<file path="src/rtl/updown_counter_pkg.sv">
// Shared definitions for the run-time controlled up/down counter.
// Holds the direction encoding and the next-count function. The counter
// and its reference model both use this function.
package updown_counter_pkg;

  localparam logic DIR_UP   = 1'b1;
  localparam logic DIR_DOWN = 1'b0;

  // Widest counter the step function supports. Callers zero-extend.
  localparam int CNT_W = 32;

  // Returns {wrap, next} for one tick in direction 'up' with limit 'top'.
  function automatic logic [CNT_W:0] next_count(input logic [CNT_W-1:0] value,
                                                input logic [CNT_W-1:0] top,
                                                input logic             up);
    logic [CNT_W:0] res;
    res = {1'b0, value};
    if (up == DIR_UP) begin
      if (value >= top) res = {1'b1, {CNT_W{1'b0}}};
      else              res = {1'b0, value + CNT_W'(1)};
    end else begin
      if (value == '0)       res = {1'b1, top};
      else if (value > top)  res = {1'b0, top};
      else                   res = {1'b0, value - CNT_W'(1)};
    end
    return res;
  endfunction

endpackage

</file>
<file path="src/rtl/updown_counter_prescaler.sv">
// Power-of-two prescaler: o_tick fires once every 2^DIV enabled cycles.
// i_clear restarts the count. With DIV=0 the output is simply i_en.
module clk_prescaler #(
  parameter int DIV = 0
) (
  input  logic clk,
  input  logic rst,
  input  logic i_en,
  input  logic i_clear,
  output logic o_tick
);

  if (DIV == 0) begin : g_passthru
    // No counter when DIV is zero, so clk, rst and i_clear go unused.
    logic unused_inputs;
    assign unused_inputs = ^{clk, rst, i_clear};
    assign o_tick = i_en;
  end else begin : g_count
    logic [DIV-1:0] cnt_q, cnt_d;

    // Next prescaler count: clear wins, then advance while enabled.
    always_comb begin
      cnt_d = cnt_q;
      if (i_clear)   cnt_d = '0;
      else if (i_en) cnt_d = cnt_q + DIV'(1);
    end

    // Prescaler register with synchronous reset.
    always_ff @(posedge clk) begin
      if (rst) cnt_q <= '0;
      else     cnt_q <= cnt_d;
    end

    assign o_tick = i_en & (&cnt_q);
  end

endmodule

</file>
<file path="src/rtl/updown_counter.sv">
// Up/down counter with run-time enable, direction, load and wrap limit.
// Emits single-cycle o_change and o_wrap pulses alongside the new value.
// Optional capture register enabled by macro UPDOWN_COUNTER_CAPTURE_EN.
module updown_counter
  import updown_counter_pkg::*;
#(
  parameter int SIZE = 8,
  parameter int DIV  = 0
) (
  input  logic            clk,
  input  logic            rst,
  input  logic            i_en,
  input  logic            i_up,
  input  logic            i_load,
  input  logic [SIZE-1:0] i_load_value,
  input  logic [SIZE-1:0] i_top,
  output logic [SIZE-1:0] value,
  output logic            o_change,
  output logic            o_wrap
`ifdef UPDOWN_COUNTER_CAPTURE_EN
  ,
  input  logic            i_capture,
  output logic [SIZE-1:0] o_capture
`endif
);

  logic            tick;
  logic [SIZE-1:0] value_q, value_d;
  logic            change_q, change_d;
  logic            wrap_q, wrap_d;
  logic [CNT_W:0]  step_res;

  // A load restarts the prescaler so the next tick is a full period away.
  clk_prescaler #(.DIV(DIV)) u_prescaler (
    .clk    (clk),
    .rst    (rst),
    .i_en   (i_en),
    .i_clear(i_load),
    .o_tick (tick)
  );

  if (SIZE < CNT_W) begin : g_pad
    // Upper bits of the widened step result are always zero.
    logic unused_pad;
    assign unused_pad = ^step_res[CNT_W-1:SIZE];
  end

  // Next value: load beats tick; change flags any difference in the value.
  always_comb begin
    step_res = next_count(CNT_W'(value_q), CNT_W'(i_top), i_up);
    value_d  = value_q;
    wrap_d   = 1'b0;
    if (i_load) begin
      value_d = i_load_value;
    end else if (tick) begin
      value_d = step_res[SIZE-1:0];
      wrap_d  = step_res[CNT_W];
    end
    change_d = (value_d != value_q);
  end

  // Count and pulse registers, all updated on the same edge.
  always_ff @(posedge clk) begin
    if (rst) begin
      value_q  <= '0;
      change_q <= 1'b0;
      wrap_q   <= 1'b0;
    end else begin
      value_q  <= value_d;
      change_q <= change_d;
      wrap_q   <= wrap_d;
    end
  end

  assign value    = value_q;
  assign o_change = change_q;
  assign o_wrap   = wrap_q;

`ifdef UPDOWN_COUNTER_CAPTURE_EN
  logic [SIZE-1:0] capture_q, capture_d;

  // Snapshot of the value as it was before this edge.
  always_comb begin
    capture_d = capture_q;
    if (i_capture) capture_d = value_q;
  end

  // Capture register with synchronous reset.
  always_ff @(posedge clk) begin
    if (rst) capture_q <= '0;
    else     capture_q <= capture_d;
  end

  assign o_capture = capture_q;
`endif

endmodule

</file>
<file path="config.mk">
export PLATFORM = sky130hd
export DESIGN_NAME = updown_counter
export DESIGN_NICKNAME = d
export VERILOG_FILES = /design/src/rtl/updown_counter_pkg.sv /design/src/rtl/updown_counter_prescaler.sv /design/src/rtl/updown_counter.sv
export SDC_FILE = /design/constraint.sdc
export NUM_CORES = 1
export LEC_CHECK = 0
export CAP_MARGIN = 10
export CORE_ASPECT_RATIO = 0.5
export CORE_MARGIN = 2
export CORE_UTILIZATION = 56
export DETAILED_ROUTE_END_ITERATION = 10
export PLACE_DENSITY = 0.85
export SETUP_SLACK_MARGIN = 0.5
export SYNTH_ARGS = -nofsm -noshare
export SYNTH_HDL_FRONTEND = slang
export SYNTH_SLANG_ARGS = --single-unit
</file>
<file path="constraint.sdc">
create_clock -name clk -period 4.4 [get_ports clk]
set_input_delay 1.32 -clock clk [delete_from_list [all_inputs] [get_ports clk]]
set_output_delay 1.32 -clock clk [all_outputs]
set_load 0.03 [all_outputs]
</file>
==> results.json, run 1 <==
{
  "status": "completed",
  "hp-start": "value[6]",
  "period_share_pct": 90.0,
  "h-tree-depth": 1,
  "dieArea_um2": 3400,
  "dp_hpwl_um": 4180,
  "grt_pass1_vias": 1649,
  "rsz0062_at_grt": "no",
  "crit_chain": "clkdlybuf4s50_1 -> inv_1 -> ha_4 -> nand4_4 -> nor2_4 -> buf_4 -> a211oi_4 -> nor4_2 -> a211oi_4 -> o31ai_1 -> a221oi_1 -> nor3_1",
  "dp.cells": 269,
  "syn-num-nets": 238,
  "yosysTopAreaCell": "dfxtp_1",
  "timing.rr.end": "value[3]",
  "crit_fanout": 5,
  "hold_viol": 0,
  "ys_types": 66,
  "vias": 2073,
  "ys_seq_elements": 10,
  "async_flop_share_pct": 0,
  "period_needed_ns": 3.96,
  "die_w_um": 80.5,
  "cp-start-kind": "input port",
  "skew_ns": 0.00548,
  "crit_slowest_cell": "clkdlybuf4s50_1",
  "first_pass_iters": 5,
  "antenna_cells": 0,
  "p_leak_uw": 0.000835,
  "antenna_found_initial": 0,
  "numClockSinks": 10,
  "start_util_pct": 61.1,
  "vdd_drop_max_v": 0.000182,
  "synth_top_area_share_pct": 12.2,
  "cts_root_buf": "clkbuf_8",
  "whs_path_depth": 2,
  "arrival_ns": 4.10,
  "ys.flop_type": "dfxtp_1",
  "grt_max_degree": 20,
  "grt-busiest-layer": "met1",
  "cp_common_cell": "a211oi_4",
  "synth_warnings": 0,
  "fmax_ghz": 0.252,
  "finalMaxSlewViolations": 0,
  "syn_inst": 206,
  "place_ws_ns": 0.162,
  "clk_pin_slew_ns": 0.06,
  "cts_made_buffers": 3,
  "r2r_setup_slack_ns": 1.23,
  "synth_edf_count": 0,
  "drt_iter0_markers": 342,
  "grtUsageMet2_pct": 44.2,
  "timing.slew.headroom_pct": 56.5,
  "viasPerCell": 7.38,
  "antenna_left": 0,
  "insertion_delay_ns": 0.25,
  "die_h_um": 42.3,
  "final-setup-viol-count": 0,
  "ios": 31,
  "synth_area_per_cell_um2": 7.96,
  "ys_seq_area_share_pct": 12.2,
  "max_stage_delay_ns": 0.48,
  "gp_congestion": 1.10,
  "cts_tree": "built",
  "min_to": "value[6]",
  "wl_um": 6530,
  "grt_use_met1_pct": 50.7,
  "synth.top_cells.by_area": "dfxtp_1, ha_1, xnor2_1, inv_1, nor3_1",
  "syn_to_final_growth_pct": 38.1,
  "fillerInstances": 176,
  "globalRouteOverflowTotal": 0,
  "routedWlPerCell_um": 23.3,
  "hp-class": "register to register",
  "setup_slack_ns": 0.438,
  "grt_pass1_wl_um": 8760,
  "path_class": "input port to register",
  "end_kind": "register",
  "power_density_nw_per_um2": 254,
  "netlist_area_um2": 1640,
  "critPathRequiredTime_ns": 4.53,
  "grt_use_total_pct": 33.9,
  "cap_violations": 0,
  "clock_path_buffers": 2,
  "fin_nets": 277,
  "r2r_cells": 11,
  "gr-usage-met3_pct": 13.8,
  "drive_gt1_share_pct": 22.5,
  "core_um2": 2680,
  "rows": 13,
  "final_cells": 281,
  "r2r_start": "value[0]",
  "drc": 0,
  "setup_tns_ns": 0,
  "tightest_slew_ns": 0.647,
  "portBuffers": 30
}
-- power by group --
part / switching [uW] / leakage, uW / total, uW / internal (uW)
Sequential: 24.2 / 0.0000832 / 123 / 98.5
Combinational: 188 / 0.000723 / 330 / 142
Clock: 43.9 / 0.0000288 / 123 / 79.2
-- flip-flops by register name, indices dropped and copies added (netlist names) --
register and count:
value 8, o_change 1, o_wrap 1
-- cells in the final DEF, fill, tap and decap left out, types with 7 or more instances in the layout --
cell type / count
nand2_1: 9
dfxtp_1: 10
buf_4: 16
clkdlybuf4s50_1: 26
nor3_1: 13
nor2_1: 7
a21oi_1: 8
xnor2_1: 11
inv_1: 19
nand3_1: 8
-- layout make-up --
class	instances	area (um2)	area share, %
timing repair buffer	47	442	19.5
sequential	10	200	8.84
inverter	21	78.8	3.48
multi-input combinational	162	1440	63.7
tap	37	46.3	2.05
clock buffer	4	55.1	2.43
-- routing by layer --
metal	vias up	wire length, um
li1	867	-
met1	940	2620
met2	209	2600
met3	57	1030
met4	0	286
met5	-	0
-- how the worst max path moves through the flow --
stage | startpoint | end | slack (ns) | cells after the start
4_1_cts | i_top[1] | o_change | 0.51 | 11
3_5_place_dp | i_top[4] | o_change | 0.16 | 11
2_1_floorplan | i_top[5] | o_change | 1.01 | 11
3_3_place_gp | i_top[4] | o_change | 0.15 | 10
5_1_grt | i_top[7] | value[3] | 0.36 | 12
6_report | i_top[7] | value[3] | 0.44 | 12
-- cell families after synthesis --
logic type / share of synthesized area [%]
AND/OR/NAND/NOR: 29.8
multiplexers: 0.611
flip-flops: 12.2
buffers and inverters: 10.3
AO/OA/AOI/OAI: 31.2
XOR/XNOR: 7.48
adder cells (fa/ha/maj): 8.40
-- critical path, delay by kind of cell --
| family | cells | cell delay, ns |
|---|---|---|
| AND/OR/NAND/NOR | 4 | 1.17 |
| buffers and inverters | 3 | 0.72 |
| adder cells (fa/ha/maj) | 1 | 0.29 |
| AO/OA/AOI/OAI | 4 | 0.58 |
-- cell usage after synthesis (4+ instances only) --
cell	n
nand4_1	6
a21oi_1	8
inv_1	20
nand3_1	8
nand2_1	9
clkbuf_1	4
nor2_1	7
dfxtp_1	10
ha_1	11
o31ai_1	4
nor4_1	6
a221oi_1	7
nor3_1	13
a31oi_1	4
nor2b_1	6
a211oi_1	5
xnor2_1	11
-- what timing repair did --
action / in CTS / in global routing
buffers inserted: 4 / 3
endpoints found under the setup margin: 1 / 4
gates resized for setup: 4 / 22
hold buffers: 0 / 0
cloned: 1 / 0
pin swaps: 3 / 8
-- metrics by stage --
step                hold WS [ns]  util, %  total power (uW)  area [um2]
finish                     0.844     84.3               576        2260
global placement           0.730     73.4               391        1970
floorplan                  0.809        -               309        1640
global route               0.881     84.3               597        2260
detailed placement         0.751     73.4               390        1970
CTS                        0.761     78.1               523        2100
(Power assumes the default switching activity.)
==> inputs of run 2 (changes only) <==
--- a/config.mk
+++ b/config.mk
@@ -5,7 +5,7 @@
 export SDC_FILE = /design/constraint.sdc
 export NUM_CORES = 1
 export LEC_CHECK = 0
-export CAP_MARGIN = 10
+export CAP_MARGIN = 30
 export CORE_ASPECT_RATIO = 0.5
 export CORE_MARGIN = 2
 export CORE_UTILIZATION = 56
==> results of run 2 <==
Final layout, timing and power as in run 1 (identical DEF).
==> inputs of run 3 (changes only) <==
--- a/config.mk
+++ b/config.mk
@@ -5,12 +5,13 @@
 export SDC_FILE = /design/constraint.sdc
 export NUM_CORES = 1
 export LEC_CHECK = 0
+export ABC_CLOCK_PERIOD_IN_PS = 4290
 export CAP_MARGIN = 30
 export CORE_ASPECT_RATIO = 0.5
 export CORE_MARGIN = 2
-export CORE_UTILIZATION = 56
+export CORE_UTILIZATION = 53
 export DETAILED_ROUTE_END_ITERATION = 10
-export PLACE_DENSITY = 0.85
+export PLACE_DENSITY = 0.81
 export SETUP_SLACK_MARGIN = 0.5
 export SYNTH_ARGS = -nofsm -noshare
 export SYNTH_HDL_FRONTEND = slang
==> constraint.sdc (replaced) <==
create_clock -name clk -period 4.29 [get_ports clk]
set_input_delay 1.287 -clock clk [delete_from_list [all_inputs] [get_ports clk]]
set_output_delay 1.287 -clock clk [all_outputs]
set_load 0.01 [all_outputs]
==> run 3 against run 2 <==
Net effect: flip-flop and latch count is the same; clock skew shrank 0.0026 ns; first-iteration DRC count shrank 22%; hold slack lost 0.046 ns; sequential share of layout area shrank 0.27 points; routed wire length shrank 5.4%; worst setup slack gained 0.19 ns; final cell count grew 2.8%; die area grew 5.3%; combinational power shrank 1%; via count shrank 6.1%; largest cell class unchanged.
==> results.json, run 3 (synthesis results as in run 1) <==
{
  "grt_pass1_vias": 1795,
  "multi_input_area_um2": 1460,
  "r2r_start": "value[0]",
  "routedWlPerCell_um": 21.4,
  "pwr-share-clk_pct": 20.9,
  "critPathRequiredTime_ns": 4.41,
  "antenna_left": 0,
  "swShare_pct": 42.1,
  "largest_reg_flops": 8,
  "drt_iter0_markers": 268,
  "dieArea_um2": 3580,
  "gp_congestion": 0.976,
  "end_kind": "register",
  "cts_root_buf": "clkbuf_8",
  "start_util_pct": 55.0,
  "hp-class": "register to register",
  "numClockSinks": 10,
  "hold_viol": 0,
  "grt_use_total_pct": 36.0,
  "power_density_nw_per_um2": 247,
  "path_class": "input port to register",
  "fillerInstances": 228,
  "min_to": "value[0]",
  "period_needed_ns": 3.66,
  "syn_to_final_growth_pct": 42.4,
  "setup_tns_ns": 0,
  "dp.cells": 273,
  "power.total_uw": 576,
  "final_common_cell": "buf_4",
  "insertion_delay_ns": 0.24,
  "finalMaxSlewViolations": 0,
  "rsz0062_at_grt": "no",
  "final_cells": 289,
  "seq_area_um2": 200,
  "fmax_ghz": 0.273,
  "drive_gt1_share_pct": 26.1,
  "antenna_cells": 0,
  "arrival_ns": 3.78,
  "period_share_pct": 85.3,
  "globalRouteOverflowTotal": 0,
  "ios": 31,
  "setup_slack_ns": 0.630,
  "crit_fanout": 7,
  "h-tree-depth": 1,
  "place_ws_ns": 0.0980,
  "cts_tree": "built",
  "grt_max_degree": 20,
  "skew_ns": 0.00291,
  "die_w_um": 82.6,
  "final-setup-viol-count": 0,
  "p_leak_uw": 0.000888,
  "vdd_drop_max_v": 0.000184,
  "core_um2": 2980,
  "worst_hold_slack_ns": 0.798,
  "fin_nets": 282,
  "power.share.sequential_pct": 22.4,
  "cp_common_cell": "a211oi_4",
  "status": "completed",
  "rows": 14,
  "antenna_found_initial": 0,
  "p_switching_uw": 242,
  "vias": 1946,
  "dp_hpwl_um": 4380,
  "cap_violations": 0,
  "r2r_cells": 11,
  "timing.slew.headroom_pct": 50.8,
  "clk_pin_slew_ns": 0.05,
  "timing.rr.end": "o_change",
  "hold_buffers": 0,
  "cp-start-kind": "input port",
  "pwr-share-comb_pct": 56.7,
  "die_h_um": 43.3,
  "max_stage_delay_ns": 0.38,
  "whs_path_depth": 3,
  "hp-start": "value[0]",
  "p_int_uw": 333,
  "cts_made_buffers": 3,
  "clock_path_buffers": 2,
  "drc": 0,
  "grt_pass1_wl_um": 9380,
  "portBuffers": 30,
  "first_pass_iters": 5,
  "r2r_setup_slack_ns": 1.19,
  "crit_slowest_cell": "a211oi_4",
  "tightest_slew_ns": 0.736,
  "final_cell_mix": "buf_4, clkdlybuf4s50_1, inv_1, nor3_1, xnor2_1",
  "viasPerCell": 6.73,
  "crit_chain": "dlygate4sd2_1 -> inv_2 -> ha_4 -> nor2b_4 -> o211ai_4 -> a211oi_4 -> buf_4 -> nor4_2 -> a211oi_4 -> mux2i_1 -> a41oi_2 -> o31a_1",
  "wl_um": 6180
}
-- run 3: changes by cell type in the layout (fill, tap and decap cells not counted), sizes merged --
cell,before,now
a211oi,9,8
clkdlybuf4s50,26,22
dlymetal6s2s,4,7
buf,17,23
dlygate4sd2,0,1
-- run 3: worst max-delay path, delay by kind of cell --
kind,cells,cell delay [ns]
fa+ha+maj,1,0.27
mux,1,0.34
compound gates,5,1.21
simple gates,2,0.20
buf+inv,3,0.46
-- run 3: worst max path at each step --
stage,to,start
finish,o_change,i_top[1]
global route,o_change,i_top[1]
CTS,o_change,i_top[7]
detailed placement,o_change,i_top[5]
global placement,o_change,i_top[3]
floorplan,o_change,i_top[5]
-- run 3: per-stage QoR --
stage,util (%),instance area (um2)
global placement,66.6,1980
floorplan,-,1640
detailed placement,66.6,1980
global route,78.4,2330
CTS,75.2,2240
finish,78.4,2330
-- run 3: power by group through the flow --
stage	clock, uW	sequential, uW	combinational, uW
CTS	122	128	302
finish	121	129	326
detailed placement	0	127	265
global placement	0	128	262
global route	126	130	345
floorplan	0	115	191
-- run 3: area by class of cell --
cell class / instances / share of cell area (%)
multi-input cells: 161 / 62.6
well taps: 40 / 2.14
flip-flops and latches: 10 / 8.57
inverters: 21 / 3.38
repair buffers: 53 / 21.0
clock buffers: 4 / 2.36
-- run 3: what timing repair did --
action | in CTS | in global routing
pin swaps | 8 | 11
setup endpoints to repair | 1 | 4
gates resized for setup | 23 | 14
setup buffers | 5 | 7
-- run 3: routing by layer --
layer | share of wire, % | global-route usage (%) | vias up
met5 | 0 | 0 | -
met4 | 2.0 | 7.21 | 0
met3 | 13 | 13.0 | 16
met2 | 40 | 48.2 | 149
met1 | 45 | 54.5 | 911
li1 | - | - | 870
